<file path="src/rtl/axis_wave_gen.sv">
// axis_wave_gen: AXI4-Stream sine/square/sawtooth/DC test-waveform source
// with sample repetition, attenuation and fixed-length tlast framing.
module axis_wave_gen #(
   parameter int DATA_W    = 16,
   parameter int PH_W      = 3,
   parameter int FRAME_LEN = 64,
   parameter int HOLD_W    = 8
) (
   input  logic                clk,
   input  logic                reset,
   input  logic                enable,
   input  logic [1:0]          mode,
   input  logic [HOLD_W-1:0]   hold,
   input  logic [3:0]          shift,
   input  logic [DATA_W-1:0]   dc_level,
   output logic [DATA_W-1:0]   m_axis_tdata,
   output logic                m_axis_tvalid,
   input  logic                m_axis_tready,
   output logic                m_axis_tlast,
   output logic [DATA_W/8-1:0] m_axis_tkeep,
   output logic                busy,
   output logic [15:0]         frame_count
);
   localparam int N = 2 ** PH_W;
   localparam int BW = $clog2(FRAME_LEN);
   localparam logic [BW-1:0] LAST = BW'(FRAME_LEN - 1);
   localparam logic [DATA_W-1:0] POS_M = {1'b0, {(DATA_W-1){1'b1}}};
   localparam logic [DATA_W-1:0] NEG_M = {1'b1, {(DATA_W-2){1'b0}}, 1'b1};
   localparam real PI = 3.14159265358979323846;

   typedef enum logic [1:0] {IDLE, RUN, DRAIN} state_t;

   function automatic int sine_val(input int p);
      real v;
      v = ((2.0 ** (DATA_W - 1)) - 1.0) * $sin(2.0 * PI * p / N);
      return v < 0.0 ? -$rtoi(0.5 - v) : $rtoi(v + 0.5);
   endfunction

   logic [DATA_W-1:0] sine_rom [N];
   for (genvar i = 0; i < N; i++) begin : g_sine
      assign sine_rom[i] = DATA_W'(sine_val(i));
   end

   state_t            state, state_n;
   logic [1:0]        cfg_mode, mode_n;
   logic [HOLD_W-1:0] cfg_hold, hold_n, hold_cnt, hold_cnt_n;
   logic [3:0]        cfg_shift, shift_n;
   logic [DATA_W-1:0] cfg_dc, dc_n, raw, data_n;
   logic [PH_W-1:0]   phase, phase_n;
   logic [BW-1:0]     beat_cnt, beat_n;
   logic              xfer, end_frame, use_in, step, valid_n, last_n;

   assign m_axis_tkeep = '1;
   assign busy = state != IDLE;

   always_comb begin
      xfer = m_axis_tvalid && m_axis_tready;
      end_frame = xfer && m_axis_tlast;
      // configuration is only sampled when starting or at a frame boundary
      use_in = state == IDLE || end_frame;
      mode_n = use_in ? mode : cfg_mode;
      hold_n = use_in ? hold : cfg_hold;
      shift_n = use_in ? shift : cfg_shift;
      dc_n = use_in ? dc_level : cfg_dc;
      step = hold_cnt == cfg_hold;
      phase_n = state == IDLE ? '0 : (xfer && step) ? phase + 1'b1 : phase;
      hold_cnt_n = (state == IDLE || (xfer && step)) ? '0 : xfer ? hold_cnt + 1'b1 : hold_cnt;
      beat_n = (state == IDLE || end_frame) ? '0 : xfer ? beat_cnt + 1'b1 : beat_cnt;
      valid_n = use_in ? enable : 1'b1;
      state_n = !valid_n ? IDLE : enable ? RUN : DRAIN;
      raw = mode_n == 2'd0 ? sine_rom[phase_n] :
            mode_n == 2'd1 ? (phase_n[PH_W-1] ? NEG_M : POS_M) :
            mode_n == 2'd2 ? DATA_W'({~phase_n[PH_W-1], phase_n[PH_W-2:0]}) << (DATA_W - PH_W) :
            dc_n;
      data_n = ((state == IDLE && enable) || xfer) ? DATA_W'($signed(raw) >>> shift_n) : m_axis_tdata;
      last_n = beat_n == LAST;
   end

   always_ff @(posedge clk) begin
      if (!reset) begin
         state <= IDLE;
         cfg_mode <= '0;
         cfg_hold <= '0;
         cfg_shift <= '0;
         cfg_dc <= '0;
         phase <= '0;
         hold_cnt <= '0;
         beat_cnt <= '0;
         m_axis_tdata <= '0;
         m_axis_tvalid <= 1'b0;
         m_axis_tlast <= 1'b0;
         frame_count <= '0;
      end else begin
         state <= state_n;
         cfg_mode <= mode_n;
         cfg_hold <= hold_n;
         cfg_shift <= shift_n;
         cfg_dc <= dc_n;
         phase <= phase_n;
         hold_cnt <= hold_cnt_n;
         beat_cnt <= beat_n;
         m_axis_tdata <= data_n;
         m_axis_tvalid <= valid_n;
         m_axis_tlast <= last_n;
         frame_count <= frame_count + 16'(end_frame);
      end
   end
endmodule

</file>
<file path="config.mk">
export PLATFORM = sky130hd
export DESIGN_NAME = axis_wave_gen
export DESIGN_NICKNAME = d
export VERILOG_FILES = /design/src/rtl/axis_wave_gen.sv
export SDC_FILE = /design/constraint.sdc
export NUM_CORES = 1
export LEC_CHECK = 0
export ABC_AREA = 0
export BUFFER_PORTS_ARGS = -buffer_cell sky130_fd_sc_hd__buf_2
export CAP_MARGIN = 20
export CORE_ASPECT_RATIO = 0.8
export CORE_MARGIN = 4
export CORE_UTILIZATION = 52
export CTS_BUF_LIST = sky130_fd_sc_hd__clkbuf_16
export DETAILED_ROUTE_END_ITERATION = 8
export PLACE_DENSITY = 0.87
export SLEW_MARGIN = 25
export SYNTH_ARGS = -nofsm -noshare
export SYNTH_HDL_FRONTEND = slang
export SYNTH_SLANG_ARGS = --single-unit
</file>
<file path="constraint.sdc">
create_clock -name clk -period 2.8 [get_ports clk]
set_clock_uncertainty 0.15 [all_clocks]
set_input_delay 0.56 -clock clk [delete_from_list [all_inputs] [get_ports clk]]
set_output_delay 0.56 -clock clk [all_outputs]
set_load 0.05 [all_outputs]
</file>
==> results.py, run 1 <==
metrics = {
    "logic_synthesis": {
        "yosysUniqueCellTypes": 73,
        "ys.warnings.count": 0,
        "syn_inst": 609,
        "ys_seq_area_frac": 0.340,
        "synth-async-reset-ratio": 0,
        "syn_avg_cell_area_um2": 8.02,
        "synth_edf_count": 0,
        "synth_top_area_share": 0.340,
        "synth-main-ff-cell": "dfxtp_1",
        "synth_top_cell_by_area": "dfxtp_1",
        "synthTopCellsByArea": "dfxtp_1, nand2_1, mux2i_1, nor2_1, xnor2_1",
        "ys_seq_elements": 83,
        "syn-cell-area_mm2": 0.00489,
    },
    "setup_path": {
        "start_kind": "flip-flop",
        "cpPeakStageDelay_ps": 390,
        "crit_type": "reg -> reg",
        "path_cells": "xor2_1 -> nor4_4 -> and3_4 -> buf_8 -> mux2i_4 -> nand2_1 -> a31o_2 -> mux2_4 -> a211o_1 -> a21oi_2",
        "critPathTopFamily": "simple AND/OR/NAND/NOR gates",
        "rrSetupSlack_ps": -20,
        "reg2reg_depth": 10,
        "cp.required_ps": 2930,
        "reg2reg_from": "hold_cnt[3]",
        "end_kind": "flip-flop",
        "worst-path-max-fanout": 5,
        "timing.rr.end": "m_axis_tdata[6]",
        "slowest_stage": "nor4_4",
        "worst-endpoint-arrival_ps": 2950,
        "critical_path_depth": 10,
        "crit_buf_inv": 1,
    },
    "sta": {
        "fmax_mhz": 355,
        "fin_setup_tns_ps": -25.7,
        "finalWorstSetupSlack_ps": -20.7,
        "period_needed_ps": 2820,
        "fin_crit_sh": 1.01,
        "whs_ps": 303,
        "finalSetupViolCount": 2,
        "drv_slew": 0,
        "rsz0062_at_grt": "yes",
        "slew_headroom": 0.636,
        "worst_pin_slew_ps": 540,
        "hold_violations": 0,
    },
    "die": {
        "die_y_um": 94.7,
        "rows": 31,
        "start_util": 0.536,
        "pin_count": 71,
        "core_area_mm2": 0.00911,
        "die_w_um": 116,
        "dieArea_mm2": 0.0110,
    },
    "drt": {
        "wirelength_um": 15000,
        "dr_total_vias": 5137,
        "first_pass_iters": 7,
        "drt-initial-drc-count": 542,
        "drc": 0,
        "via_per_inst": 5.95,
        "wire_per_inst_um": 17.4,
        "ant_nets": 0,
    },
    "place": {
        "dpl-instance-area_mm2": 0.00589,
        "placedCellCount": 844,
        "gp_congestion": 0.968,
        "dp_hpwl_um": 11100,
        "numPortBuffers": 68,
    },
    "global_routing": {
        "grt_pass1_vias": 5039,
        "antenna_found_initial": 0,
        "grt_pass1_wl_um": 24300,
        "grt_usage": 0.273,
        "grt-ovfl-total": 0,
        "grt_max_degree": 31,
    },
    "cts": {
        "cts_hold_buffers": 0,
        "cts-buffers-inserted": 9,
        "cts-htree-levels": 3,
        "clock_sinks": 83,
        "clock-root-buffer": "clkbuf_16",
        "cts_buffer_depth": 2,
        "cts_tree": "done",
        "path_clk_slew_ps": 60,
        "clk_latency_ps": 340,
    },
    "final_layout": {
        "final_cell_area_mm2": 0.00647,
        "final_util": 0.709,
        "filler_cell_count": 703,
        "nNetsFinal": 783,
        "syn_to_final_growth_pct": 32.3,
        "drive_above_1_share": 0.315,
        "finalNonFillerCells": 864,
        "final_common_cell": "buf_4",
        "final_cell_mix": "buf_4, dfxtp_1, nand2_1",
        "num_antenna_cells": 0,
    },
    "run_status": {
        "status": "finished, violations left",
        "violations": "negative setup slack",
    },
    "power": {
        "power_leakage_nw": 2.84,
        "power.density_mw_per_mm2": 544,
        "ir_drop_mv": 0.440,
    },
    "hold_path": {
        "min_path_type": "in -> reg",
        "hold_depth": 2,
        "worstHoldStart": "enable",
        "holdPathEnd": "state[1]",
    },
    "flow_run": {
        "maxCapViolCount": 0,
    },
}
-- layer usage --
metal | part of all wire | GRT usage
met5 | 0 | 0
met2 | 0.47 | 0.443
met3 | 0.076 | 0.0602
met1 | 0.43 | 0.362
met4 | 0.024 | 0.0870
-- metrics by stage --
stage	worst slack [ps]	power, mW
2_1_floorplan	-17.5	1.84
3_3_place_gp	-217	2.13
3_5_place_dp	-278	2.15
4_1_cts	-30.2	3.46
5_1_grt	-136	3.65
6_report	-20.7	3.51
-- flip-flops by register name, summed over array words and instances (netlist names) --
register	flops
beat_cnt	6
cfg_dc	16
cfg_hold	8
cfg_mode	2
cfg_shift	4
frame_count	16
hold_cnt	8
m_axis_tdata	16
m_axis_tlast	1
m_axis_tvalid	1
phase	3
state	2
-- worst register-to-register path: cells and delay by family, from the launching register on --
| kind | cells | cell delay, ps |
|---|---|---|
| DFF | 1 | 330 |
| and+or+nand+nor | 3 | 740 |
| muxes | 2 | 590 |
| buffers and inverters | 1 | 120 |
| xor gates and xnor gates | 1 | 180 |
| AOI/OAI and AO/OA | 3 | 640 |
-- power breakdown --
part | switching [mW] | internal (mW) | leakage [nW]
Combinational | 0.559 | 0.370 | 2.00
Clock | 0.511 | 0.788 | 0.156
Sequential | 0.0428 | 1.24 | 0.683
-- Yosys cell counts, types with 9 or more instances --
| master | count |
|---|---|
| clkbuf_1 | 26 |
| nand2_1 | 73 |
| nor2b_1 | 15 |
| nor2_1 | 62 |
| nand4_1 | 10 |
| and2_1 | 22 |
| nand3_1 | 25 |
| xor2_1 | 16 |
| xnor2_1 | 20 |
| o21ai_0 | 32 |
| a21boi_0 | 16 |
| mux2i_1 | 27 |
| dfxtp_1 | 83 |
| and3_1 | 9 |
| a21oi_1 | 30 |
-- kinds of logic (layout without fill, tap and decap cells) --
family,Yosys count,in the layout,share of synthesized area
simple gates,248,248,0.253
compound gates,157,157,0.221
flops,83,83,0.340
buf+inv,47,186,0.0410
xor+xnor,36,36,0.0645
mux,32,32,0.0668
fa+ha+maj,5,5,0.0128
other cells,1,2,0.000768
-- repair_timing --
action                                  4_1_cts  5_1_grt
endpoints found under the hold margin         0        0
pin swaps                                     7       16
endpoints found under the setup margin       12       15
gates resized for setup                      19       29
buffers inserted                              2        2
-- how the worst max path moves through the flow --
stage	end	from
after floorplan	m_axis_tdata[4]	m_axis_tready
after global placement	m_axis_tdata[6]	m_axis_tready
after detailed placement	m_axis_tdata[1]	m_axis_tready
after CTS	m_axis_tdata[4]	hold_cnt[4]
after global routing	m_axis_tdata[4]	hold_cnt[6]
final	m_axis_tdata[6]	hold_cnt[3]
-- layout make-up --
type                       count  area [um2]  area share
sequential                    83        1670       0.258
clock inverter                 7        98.8      0.0153
inverter                       9        33.8     0.00522
timing repair buffer         161        1060       0.164
multi-input combinational    480        3230       0.500
clock buffer                   9         225      0.0348
tap                          115         144      0.0223
Note: power is estimated with default switching activity, not from simulation.
==> run 2, diff against run 1 <==
Settings changed: CTS_CLUSTER_DIAMETER from default to 60, RECOVER_POWER from default to 100.
==> results.py, run 2 (synthesis gave the netlist of run 1 again) <==
metrics = {
    "setup_path": {
        "start_kind": "flip-flop",
        "critPathTopFamily": "simple AND/OR/NAND/NOR gates",
        "worst-path-max-fanout": 5,
        "end_kind": "flip-flop",
        "slowest_stage": "nor4_4",
        "path_cells": "xor2_1 -> nor4_4 -> and3_4 -> buf_8 -> mux2i_4 -> nand2_1 -> a31o_2 -> mux2_4 -> a211o_1 -> a21oi_2",
        "cp.required_ps": 2930,
        "cpPeakStageDelay_ps": 390,
        "worst-endpoint-arrival_ps": 2940,
        "crit_buf_inv": 1,
        "crit_type": "reg -> reg",
    },
    "die": {
        "dieArea_mm2": 0.0110,
        "die_w_um": 116,
        "start_util": 0.536,
        "pin_count": 71,
        "die_y_um": 94.7,
        "core_area_mm2": 0.00911,
        "rows": 31,
    },
    "power": {
        "intPower_mw": 2.39,
        "power.density_mw_per_mm2": 546,
        "ir_drop_mv": 0.440,
        "finalPower_mw": 3.50,
        "pwr-share-clk": 0.370,
        "p_comb_frac": 0.262,
        "seq_power_share": 0.368,
        "power_leakage_nw": 2.70,
        "p_sw_mw": 1.11,
        "netSwitchingFraction": 0.317,
    },
    "final_layout": {
        "num_antenna_cells": 0,
        "filler_cell_count": 728,
        "final_cell_mix": "buf_4, dfxtp_1, nand2_1",
        "nNetsFinal": 783,
        "drive_above_1_share": 0.264,
        "syn_to_final_growth_pct": 31.2,
        "final_util": 0.704,
        "top_regs": "cfg_dc (16), frame_count (16), m_axis_tdata (16)",
        "final_common_cell": "buf_4",
    },
    "cts": {
        "cts-buffers-inserted": 9,
        "cts_hold_buffers": 0,
        "clk_latency_ps": 330,
        "clock_sinks": 83,
        "cts_buffer_depth": 2,
        "cts_tree": "done",
        "cts-htree-levels": 3,
        "clock-root-buffer": "clkbuf_16",
        "path_clk_slew_ps": 60,
    },
    "drt": {
        "wirelength_um": 15000,
        "drc": 0,
        "drt-initial-drc-count": 636,
        "via_per_inst": 5.97,
        "dr_total_vias": 5154,
        "wire_per_inst_um": 17.4,
        "ant_nets": 0,
        "first_pass_iters": 6,
    },
    "sta": {
        "period_needed_ps": 2820,
        "fin_setup_tns_ps": -17.1,
        "fmax_mhz": 355,
        "whs_ps": 304,
        "drv_slew": 0,
        "hold_violations": 0,
        "finalSetupViolCount": 2,
        "finalWorstSetupSlack_ps": -16.4,
        "slew_headroom": 0.262,
        "fin_crit_sh": 1.01,
        "rsz0062_at_grt": "yes",
        "worst_pin_slew_ps": 1110,
    },
    "hold_path": {
        "min_path_type": "in -> reg",
    },
    "place": {
        "dp_hpwl_um": 11100,
        "numPortBuffers": 68,
        "gp_congestion": 0.968,
        "dp_slack_ps": -278,
    },
    "global_routing": {
        "grt_max_degree": 31,
        "grt_pass1_wl_um": 24300,
        "grt_usage": 0.273,
        "antenna_found_initial": 0,
        "grt_pass1_vias": 5039,
        "grt-ovfl-total": 0,
    },
    "run_status": {
        "violations": "negative setup slack",
        "status": "finished, violations left",
    },
    "flow_run": {
        "maxCapViolCount": 0,
    },
}
## run 2: power groups by stage
| stage | logic, mW | registers (mW) | clock network (mW) |
|---|---|---|---|
| after floorplan | 0.436 | 1.40 | 0 |
| after global placement | 0.826 | 1.31 | 0 |
| after detailed placement | 0.840 | 1.31 | 0 |
| after CTS | 0.872 | 1.28 | 1.31 |
| after global routing | 0.982 | 1.29 | 1.36 |
| final | 0.918 | 1.29 | 1.29 |
## run 2: what timing repair did
action | CTS | global route
gates resized for setup | 19 | 29
hold endpoints to repair | 0 | 0
setup endpoints to repair | 12 | 15
pin swaps | 7 | 16
buffers inserted | 2 | 2
## run 2: final timing paths
check / cells past startpoint / startpoint / slack [ps] / end
worst min-delay path: 2 / enable / 300 / state[1]
worst max register to register: 10 / hold_cnt[3] / -20 / m_axis_tdata[6]
worst max-delay path: 10 / hold_cnt[3] / -20 / m_axis_tdata[6]
worst min register to register: 2 / m_axis_tdata[12] / 310 / m_axis_tdata[12]
## run 2: area by class of cell
cell class                      count  area (um2)  share of cell area
Inverter                            9        33.8             0.00527
Sequential cell                    83        1670               0.260
Clock inverter                      7        98.8              0.0154
Clock buffer                        9         225              0.0351
Multi-Input combinational cell    480        3230               0.504
Tap cell                          115         144              0.0224
Timing Repair Buffer              161        1010               0.158
## run 2: routing by layer
layer	global-route usage	vias to the layer above	part of all wire	wire, um
li1	-	2438	-	-
met1	0.362	2451	0.43	6490
met2	0.443	225	0.47	7100
met3	0.0602	40	0.073	1100
met4	0.0870	0	0.023	350
met5	0	-	0	0
## run 2: through the flow
stage | cell area, um2 | std cells
2_1_floorplan | 4900 | 610
5_1_grt | 6410 | 864
6_report | 6410 | 864
3_3_place_gp | 5890 | 844
4_1_cts | 6320 | 862
3_5_place_dp | 5890 | 844
